File: src/rtl/adder_pkg.sv
// rtl/adder_pkg.sv - shared constants and stage-count helper for the chunked pipelined adder
package adder_pkg;
    localparam int DEF_WIDTH = 16;
    localparam int DEF_CHUNK = 4;

    function automatic int calc_nstg(input int width, input int chunk);
        return width / chunk;
    endfunction
endpackage

File: src/rtl/adder_pipe_if.sv
// rtl/adder_pipe_if.sv - operand/result handshake bundle for adder_pipe
interface adder_pipe_if import adder_pkg::*; #(
    parameter int WIDTH = DEF_WIDTH
) ();
    logic             i_valid;
    logic             o_ready;
    logic [WIDTH-1:0] i_a;
    logic [WIDTH-1:0] i_b;
    logic             i_sub;
    logic             o_valid;
    logic             i_ready;
    logic [WIDTH:0]   o_sum;
    logic             o_ovf;

    modport slave (
        input  i_valid, i_a, i_b, i_sub, i_ready,
        output o_ready, o_valid, o_sum, o_ovf
    );

    modport master (
        output i_valid, i_a, i_b, i_sub, i_ready,
        input  o_ready, o_valid, o_sum, o_ovf
    );
endinterface

File: src/rtl/adder_chunk.sv
// rtl/adder_chunk.sv - CHUNK-bit ripple adder slice with carry into its MSB exposed
module adder_chunk import adder_pkg::*; #(
    parameter int CHUNK = DEF_CHUNK
) (
    input  logic [CHUNK-1:0] a,
    input  logic [CHUNK-1:0] b,
    input  logic             cin,
    output logic [CHUNK-1:0] sum,
    output logic             cout,
    output logic             cin_msb
);
    logic [CHUNK:0] full;

    assign full = {1'b0, a} + {1'b0, b} + {{CHUNK{1'b0}}, cin};
    assign sum  = full[CHUNK-1:0];
    assign cout = full[CHUNK];
    // sum bit = a ^ b ^ carry-in, so the MSB carry-in falls out without a second adder
    assign cin_msb = full[CHUNK-1] ^ a[CHUNK-1] ^ b[CHUNK-1];
endmodule

File: src/rtl/adder_pipe.sv
// rtl/adder_pipe.sv - valid/ready pipelined adder/subtractor, one CHUNK of carry chain per stage
module adder_pipe import adder_pkg::*; #(
    parameter int WIDTH = DEF_WIDTH,
    parameter int CHUNK = DEF_CHUNK
) (
    input  logic        i_clk,
    input  logic        i_rst_n,
    adder_pipe_if.slave bus
);
    localparam int NSTG = calc_nstg(WIDTH, CHUNK);

    logic [NSTG-1:0]            v;
    logic [NSTG-1:0]            adv;
    logic [NSTG-1:0]            en;
    logic [NSTG-1:0]            in_v;
    logic [NSTG-1:0][WIDTH-1:0] a_q, b_q, s_q;
    logic [NSTG-1:0]            c_q, sub_q;
    logic                       ovf_q;

    logic [NSTG-1:0][WIDTH-1:0] a_in, b_in, s_in, s_nx;
    logic [NSTG-1:0]            cin, sub_in;
    logic [NSTG-1:0][CHUNK-1:0] cs;
    logic [NSTG-1:0]            co, cm;

    // Walk back from the output: a stage moves when it is full and its successor has room.
    always_comb begin
        logic nxt_free;
        adv      = '0;
        nxt_free = bus.i_ready;
        for (int k = NSTG - 1; k >= 0; k--) begin
            adv[k]   = v[k] & nxt_free;
            nxt_free = ~v[k] | adv[k];
        end
    end

    assign en = ~v | adv;

    generate
        for (genvar k = 0; k < NSTG; k++) begin : g_stage
            if (k == 0) begin : g_head
                assign in_v[k]   = bus.i_valid;
                assign a_in[k]   = bus.i_a;
                assign b_in[k]   = bus.i_sub ? ~bus.i_b : bus.i_b;
                assign s_in[k]   = '0;
                assign cin[k]    = bus.i_sub;
                assign sub_in[k] = bus.i_sub;
            end else begin : g_body
                assign in_v[k]   = v[k-1];
                assign a_in[k]   = a_q[k-1];
                assign b_in[k]   = b_q[k-1];
                assign s_in[k]   = s_q[k-1];
                assign cin[k]    = c_q[k-1];
                assign sub_in[k] = sub_q[k-1];
            end

            adder_chunk #(.CHUNK(CHUNK)) u_chunk (
                .a       (a_in[k][k*CHUNK +: CHUNK]),
                .b       (b_in[k][k*CHUNK +: CHUNK]),
                .cin     (cin[k]),
                .sum     (cs[k]),
                .cout    (co[k]),
                .cin_msb (cm[k])
            );

            assign s_nx[k] = s_in[k] | (WIDTH'(cs[k]) << (k * CHUNK));
        end
    endgenerate

    always_ff @(posedge i_clk) begin
        if (!i_rst_n) begin
            v     <= '0;
            a_q   <= '0;
            b_q   <= '0;
            s_q   <= '0;
            c_q   <= '0;
            sub_q <= '0;
            ovf_q <= 1'b0;
        end else begin
            for (int k = 0; k < NSTG; k++) begin
                if (en[k]) begin
                    v[k] <= in_v[k];
                    if (in_v[k]) begin
                        a_q[k]   <= a_in[k];
                        b_q[k]   <= b_in[k];
                        s_q[k]   <= s_nx[k];
                        c_q[k]   <= co[k];
                        sub_q[k] <= sub_in[k];
                    end
                end
            end
            if (en[NSTG-1] && in_v[NSTG-1]) begin
                ovf_q <= co[NSTG-1] ^ cm[NSTG-1];
            end
        end
    end

    // Already-consumed operand chunks and inner MSB carries are deliberately left dangling.
    logic unused_ops;
    assign unused_ops = ^{a_q, b_q, cm};

    assign bus.o_ready = en[0];
    assign bus.o_valid = v[NSTG-1];
    assign bus.o_sum   = {c_q[NSTG-1] ^ sub_q[NSTG-1], s_q[NSTG-1]};
    assign bus.o_ovf   = ovf_q;
endmodule

File: src/flat_wrapper.sv
// flat-port wrapper written by rule: the top's interface ports become plain ports
module adder_pipe_flat import adder_pkg::*;
#(
    parameter int WIDTH = DEF_WIDTH,
    parameter int CHUNK = DEF_CHUNK
)
  (i_clk, i_rst_n, bus_i_valid, bus_i_a, bus_i_b, bus_i_sub, bus_i_ready, bus_o_ready, bus_o_valid, bus_o_sum, bus_o_ovf);
  adder_pipe_if #(.WIDTH(WIDTH)) bus_i ();
  input  logic i_clk;
  input  logic i_rst_n;
  input wire logic [$bits(bus_i.i_valid)-1:0] bus_i_valid;
  input wire logic [$bits(bus_i.i_a)-1:0] bus_i_a;
  input wire logic [$bits(bus_i.i_b)-1:0] bus_i_b;
  input wire logic [$bits(bus_i.i_sub)-1:0] bus_i_sub;
  input wire logic [$bits(bus_i.i_ready)-1:0] bus_i_ready;
  output wire logic [$bits(bus_i.o_ready)-1:0] bus_o_ready;
  output wire logic [$bits(bus_i.o_valid)-1:0] bus_o_valid;
  output wire logic [$bits(bus_i.o_sum)-1:0] bus_o_sum;
  output wire logic [$bits(bus_i.o_ovf)-1:0] bus_o_ovf;
  assign bus_i.i_valid = bus_i_valid;
  assign bus_i.i_a = bus_i_a;
  assign bus_i.i_b = bus_i_b;
  assign bus_i.i_sub = bus_i_sub;
  assign bus_i.i_ready = bus_i_ready;
  assign bus_o_ready = bus_i.o_ready;
  assign bus_o_valid = bus_i.o_valid;
  assign bus_o_sum = bus_i.o_sum;
  assign bus_o_ovf = bus_i.o_ovf;
  adder_pipe #(.WIDTH(WIDTH), .CHUNK(CHUNK)) u_core (.i_clk(i_clk), .i_rst_n(i_rst_n), .bus(bus_i));
endmodule
File: config.mk
export PLATFORM = sky130hd
export DESIGN_NAME = adder_pipe_flat
export DESIGN_NICKNAME = d
export VERILOG_FILES = /design/src/rtl/adder_pkg.sv /design/src/rtl/adder_pipe_if.sv /design/src/rtl/adder_chunk.sv /design/src/rtl/adder_pipe.sv /design/src/flat_wrapper.sv
export SDC_FILE = /design/constraint.sdc
export NUM_CORES = 1
export LEC_CHECK = 0
export CORE_ASPECT_RATIO = 0.8
export CORE_MARGIN = 4
export CORE_UTILIZATION = 45
export CTS_CLUSTER_DIAMETER = 30
export DETAILED_ROUTE_END_ITERATION = 6
export PLACE_DENSITY = 0.78
export SETUP_SLACK_MARGIN = 0.4
export SLEW_MARGIN = 25
export SYNTH_ARGS = -nofsm -noshare
export SYNTH_HDL_FRONTEND = slang
export SYNTH_SLANG_ARGS = --single-unit
File: constraint.sdc
create_clock -name i_clk -period 2.1 [get_ports i_clk]
set_clock_uncertainty 0.2 [all_clocks]
set_input_delay 0.21 -clock i_clk [delete_from_list [all_inputs] [get_ports i_clk]]
set_output_delay 0.21 -clock i_clk [all_outputs]
set_load 0.05 [all_outputs]
# [Word level (Yosys, flattened, before mapping)]
# Cells that the tools add are included.
# W data, S select, Z words.
[classes] addsub=8 muxes=1 bitwise=20 reduce_logical=5
[op_table] operator="$add A4 B4 Y5" n=4
[op_table] operator="$add A5 B1 Y5" n=4
[op_table] operator="$mux W16" n=1
[op_table] operator="$not A16 Y16" n=1
[op_table] operator="$or A16 B12 Y16" n=1
[op_table] operator="$or A16 B16 Y16" n=1
[op_table] operator="$or A4 B8 Y8" n=1
[op_table] operator="$reduce_and A2 Y1" n=4
[op_table] operator="$and A1 B1 Y1" n=4
[op_table] operator="$not A4 Y4" n=1
[op_table] operator="$or A4 B4 Y4" n=1
[op_table] operator="$xor A1 B1 Y1" n=4
[op_table] operator="$not A1 Y1" n=3
[op_table] operator="$or A1 B1 Y1" n=3
[op_table] operator="$logic_and A1 B1 Y1" n=1
[word_totals] register_bits=161 in_bits=37 out_inout_bits=20 word_cells=57

# [Depth between registers and ports, before layout]
[depth] depth_word=9 ltp_mapped=9 mapped_depth_nobuf=8

# [By module]
# Synthesis repeated with hierarchy kept, for this count alone.
[hier_totals] cells_unflattened=548 hier_area_um2=4762.1
[modules_own_cells] mod="adder_pipe" n_inst=1 cells_per_inst=472 area_per_inst_um2=4051.4 seq_area_each_um2=2021.9
[modules_own_cells] mod="adder_chunk" n_inst=4 cells_per_inst=19 area_per_inst_um2=177.7 seq_area_each_um2=0.0

# [Worst setup path before layout]
# OpenSTA, ideal clock, no wires.
[synth_path] path_kind="register -> register" start="register u_core.v[3]" end="register u_core.b_q, in the netlist u_core.b_in[22]" arrival_time_ns=1.856 required_time_ns=1.784 setup_slack_ns=-0.073 path_stages_with_launch=7 period_less_slack_ns=2.173 path_cell_list="dfxtp_1 and4b_2 nand2_2 and2_1 buf_6 buf_6 o211a_1"
[synth_via] elab_chain_len=9
[synth_lines] item="from (decl)" line="adder_pipe.sv:12" text="logic [NSTG-1:0] v;"
[synth_lines] item="from (signal, indexed assignment)" line="adder_pipe.sv:81" text="v[k] <= in_v[k];"
[synth_lines] item="$and A1 B1 Y1 / $not A1 Y1 (equally long branches)" line="adder_pipe.sv:31, adder_pipe.sv:32"
[synth_lines] item="$or A1 B1 Y1 *" line="adder_pipe.sv:32" text="nxt_free = ~v[k] | adv[k];"
[synth_lines] item="$and A1 B1 Y1 *" line="adder_pipe.sv:31" text="adv[k] = v[k] & nxt_free;"
[synth_lines] item="$or A1 B1 Y1 *" line="adder_pipe.sv:32"
[synth_lines] item="$and A1 B1 Y1 *" line="adder_pipe.sv:31"
[synth_lines] item="$or A1 B1 Y1 *" line="adder_pipe.sv:32"
[synth_lines] item="$and A1 B1 Y1 *" line="adder_pipe.sv:31"
[synth_lines] item="$or A4 B4 Y4 *" line="adder_pipe.sv:36" text="assign en = ~v | adv;"
[synth_lines] item="named net bus_o_ready" line="flat_wrapper.sv:16" text="output wire logic [$bits(bus_i.o_ready)-1:0] bus_o_ready;"
[synth_lines] item="$reduce_and A2 Y1 (no source line) *"
[synth_lines] item="to (signal, indexed assignment)" line="adder_pipe.sv:84" text="b_q[k] <= b_in[k];"
[synth_lines] item="to (decl)" line="adder_pipe.sv:16" text="logic [NSTG-1:0][WIDTH-1:0] a_q, b_q, s_q;"
# The timed path passes the listed nets; every way through them passes the cells marked *.
# A chain may end at the register's enable or synchronous reset.

# [Worst setup path after layout]
[layout_path] start="register u_core.a_q, in the netlist u_core.a_in[60]" end="register u_core.ovf_q, in the netlist u_core.bus.o_ovf"
[layout_via] elab_chain_len=5
[layout_lines] item="from (decl)" line="adder_pipe.sv:16"
[layout_lines] item="from (signal, indexed assignment)" line="adder_pipe.sv:83" text="a_q[k] <= a_in[k];"
[layout_lines] item="$add A4 B4 Y5 *" line="adder_chunk.sv:14" text="assign full = {1'b0, a} + {1'b0, b} + {{CHUNK{1'b0}}, cin};"
[layout_lines] item="$add A5 B1 Y5 *" line="adder_chunk.sv:14"
[layout_lines] item="$xor A1 B1 Y1 (2 in a row)" line="adder_chunk.sv:18" text="assign cin_msb = full[CHUNK-1] ^ a[CHUNK-1] ^ b[CHUNK-1];"
[layout_lines] item="$xor A1 B1 Y1 *" line="adder_pipe.sv:92" text="ovf_q <= co[NSTG-1] ^ cm[NSTG-1];"
[layout_lines] item="to (signal assigned)" line="adder_pipe.sv:92"
[layout_lines] item="to (decl)" line="adder_pipe.sv:18" text="logic ovf_q;"
# Every way passes the cells marked *; elsewhere a longest branch is shown, timed or not.

==> metrics.md <==
| Metric | Value |
|---|---|
| Filler Cell Count | 840 |
| WL final | 9760 um |
| CP max-delay cell | dfxtp_2 |
| Critical Path AT | 1980 ps |
| P&R area growth vs syn | 29.2% |
| FMAX | 513 MHz |
| Placed insts | 678 |
| CP endpoint kind | flop |
| Slowest stage delay, CP | 340 ps |
| CP dominant cell by count | fa_2 |
| Hold Crit Class | primary input to flop |
| Leak Pwr | 2.45 nW |
| DRT iter0 DRCs | 234 |
| Power density cells | 726 nW/um2 |
| Die Area | 11600 um2 |
| CTS tree | yes |
| Via count | 3524 |
| Die height | 97.0 um |
| Critical path class | flop to flop |
| RSZ-0062 raised after global routing | yes |
| Worst path bufs/invs | 1 |
| Max Cap Viol | 0 |
| Yosys reg bits | 101 |
| Post-DP HPWL | 6350 um |
| Largest net degree at the start of global routing | 60 |
| Cell Area, Synth | 4460 um2 |
| Final setup vio count | 0 |
| First-pass GRT wire length | 16200 um |
| Most frequent cells in the layout | 167 x nand2_1, 92 x dfxtp_1, 47 x a21boi_0 |
| Final antenna diode count | 0 |
| Register area | 2040 um2 |
| Ys async rst share | 0 |
| Final Cycle Share | 0.928 |
| Area of the multi-input gates | 2330 um2 |
| Worst-skew pair later-pin latency | 340 ps |
| Largest delay share family, worst path | adder cells |
| H-tree level count | 3 |
| Rows | 32 |
| Post-Layout Cell Count | 711 |
| Non-Filler Cell Area, Final | 5760 um2 |
| Startpoint types | flop |
| Status | completed |
| Routed Antenna Nets | 0 |
| Cts-stage hold buffer count | 0 |
| Maximum buffer depth of the clock tree | 2 |
| Worst hold slack | 71.9 ps |
| Leading cell type in the layout, fill and taps excluded | nand2_1 |
| Seq/Total Area, Yosys | 0.454 |
| Final Max Slew Viols | 0 |
| Final hold vios | 0 |
| RePlAce Congestion | 0.852 |
| Placement Cell Area | 5210 um2 |
| Main synth FF type | dfxtp_1 |
| Inserted Clock Buffers | 9 |
| CP required | 2130 ps |
| Crit Path Max Fanout | 2 |
| Syn Area/Cell | 8.88 um2 |
| Clock-pin slew on the worst setup and hold paths | 70 ps |
| Initial antenna violation count | 0 |
| Post-synth EDFFs | 0 |
| Initial Utilization | 0.462 |
| Wire length per cell | 13.7 um |
| Synth warn | 0 |
| Pre-antenna DRT Iters | 4 |
| Overflow after GRT | 0 |
| Library cells used by synthesis | 34 |
| Layout cells sized above 1 | 0.157 |
| Peak supply drop | 475 uV |
| # DRC | 0 |
| I/O pins | 57 |
| Core area | 9650 um2 |
| Final Util | 0.597 |
| Post-layout min period | 1950 ps |
| Syn Nets | 558 |
| Setup Total Neg Slack | 0 ps |
| Die Width | 119 um |
| Vias in the first global route | 3565 |
| Tightest Pin Transition | 494 ps |
| Root Buffer Master | clkbuf_16 |
| GRT Resource Usage Total | 0.169 |
| Syn Inst Count | 502 |
| Slew Limit Headroom | 0.672 |
| Cells along the critical path | fa_2, inv_2, fa_2, nand2b_4, a21oi_4, xnor2_2, xnor2_1, o21ai_1 |
| Via density | 4.96 |
| Clk sinks | 101 |
| Buffers on Ports | 56 |
| R2R setup slack | 150 ps |
| Nets | 626 |
[final timing paths]
kind | startpoint | end | cells after the start
max | u_core.a_in[60] | u_core.bus.o_ovf | 8
min | i_rst_n | u_core.b_in[22] | 2
max reg2reg | u_core.a_in[60] | u_core.bus.o_ovf | 8
min reg2reg | u_core.sub_q[1] | u_core.sub_q[1] | 2
[synthesized netlist by cell type (5+ instances only)]
cell type	n	share of area
xnor2_1	21	0.041
inv_1	12	0.010
o21ai_0	5	0.0056
nor2_1	5	0.0042
nor2b_1	7	0.0098
a21boi_0	60	0.10
a21boi_1	13	0.022
dfxtp_1	101	0.45
a21oi_1	7	0.0079
fa_1	7	0.031
buf_6	6	0.015
ha_1	12	0.034
buf_2	7	0.0079
clkbuf_1	16	0.013
o211a_1	17	0.038
nand2_1	167	0.14
[state kept, by name (all words and copies together), names as in the netlist]
name              cells
u_core.a_in          24
u_core.b_in          24
u_core.bus.o_ovf      1
u_core.bus.o_sum     16
u_core.c_q            4
u_core.s_in          24
u_core.sub_q          4
u_core.v              4
[per-layer routing]
| layer | wire length (um) | vias to the layer above | global-route usage |
|---|---|---|---|
| met3 | 445 | 11 | 0.0456 |
| met4 | 114 | 0 | 0.0436 |
| met2 | 4700 | 66 | 0.288 |
| met1 | 4500 | 1666 | 0.212 |
| met5 | 0 | - | 0 |
| li1 | - | 1781 | - |
[through the flow]
stage,setup slack [ps],power [mW]
floorplan,182,2.34
global placement,-250,2.48
detailed placement,-298,2.49
CTS,171,4.19
global route,63.9,4.34
finish,151,4.18
[what timing repair did]
item,CTS,global route
endpoints found under the setup margin,42,57
resized for setup,39,30
pin swaps,12,22
cloned,1,3
setup buffers,9,4
[cells by family after synthesis]
logic type	after synthesis	share of synthesized area
simple gates	199	0.184
compound gates	111	0.190
flops	101	0.454
buf+inv	45	0.0533
xor+xnor	25	0.0491
fa+ha+maj	19	0.0651
mux	2	0.00449
[layout make-up]
class / instances / area share
Clock buffer: 9 / 0.0391
Clock inverter: 7 / 0.0141
Inverter: 12 / 0.00782
Multi-Input combinational cell: 358 / 0.405
Sequential cell: 101 / 0.353
Tap cell: 136 / 0.0295
Timing Repair Buffer: 88 / 0.151
[power breakdown]
| part | switching [mW] | internal, mW | leakage (nW) |
|---|---|---|---|
| registers | 0.0448 | 1.98 | 0.827 |
| logic | 0.223 | 0.246 | 1.47 |
| clock network | 0.744 | 0.940 | 0.147 |
Note: power is estimated with default switching activity, not from simulation.
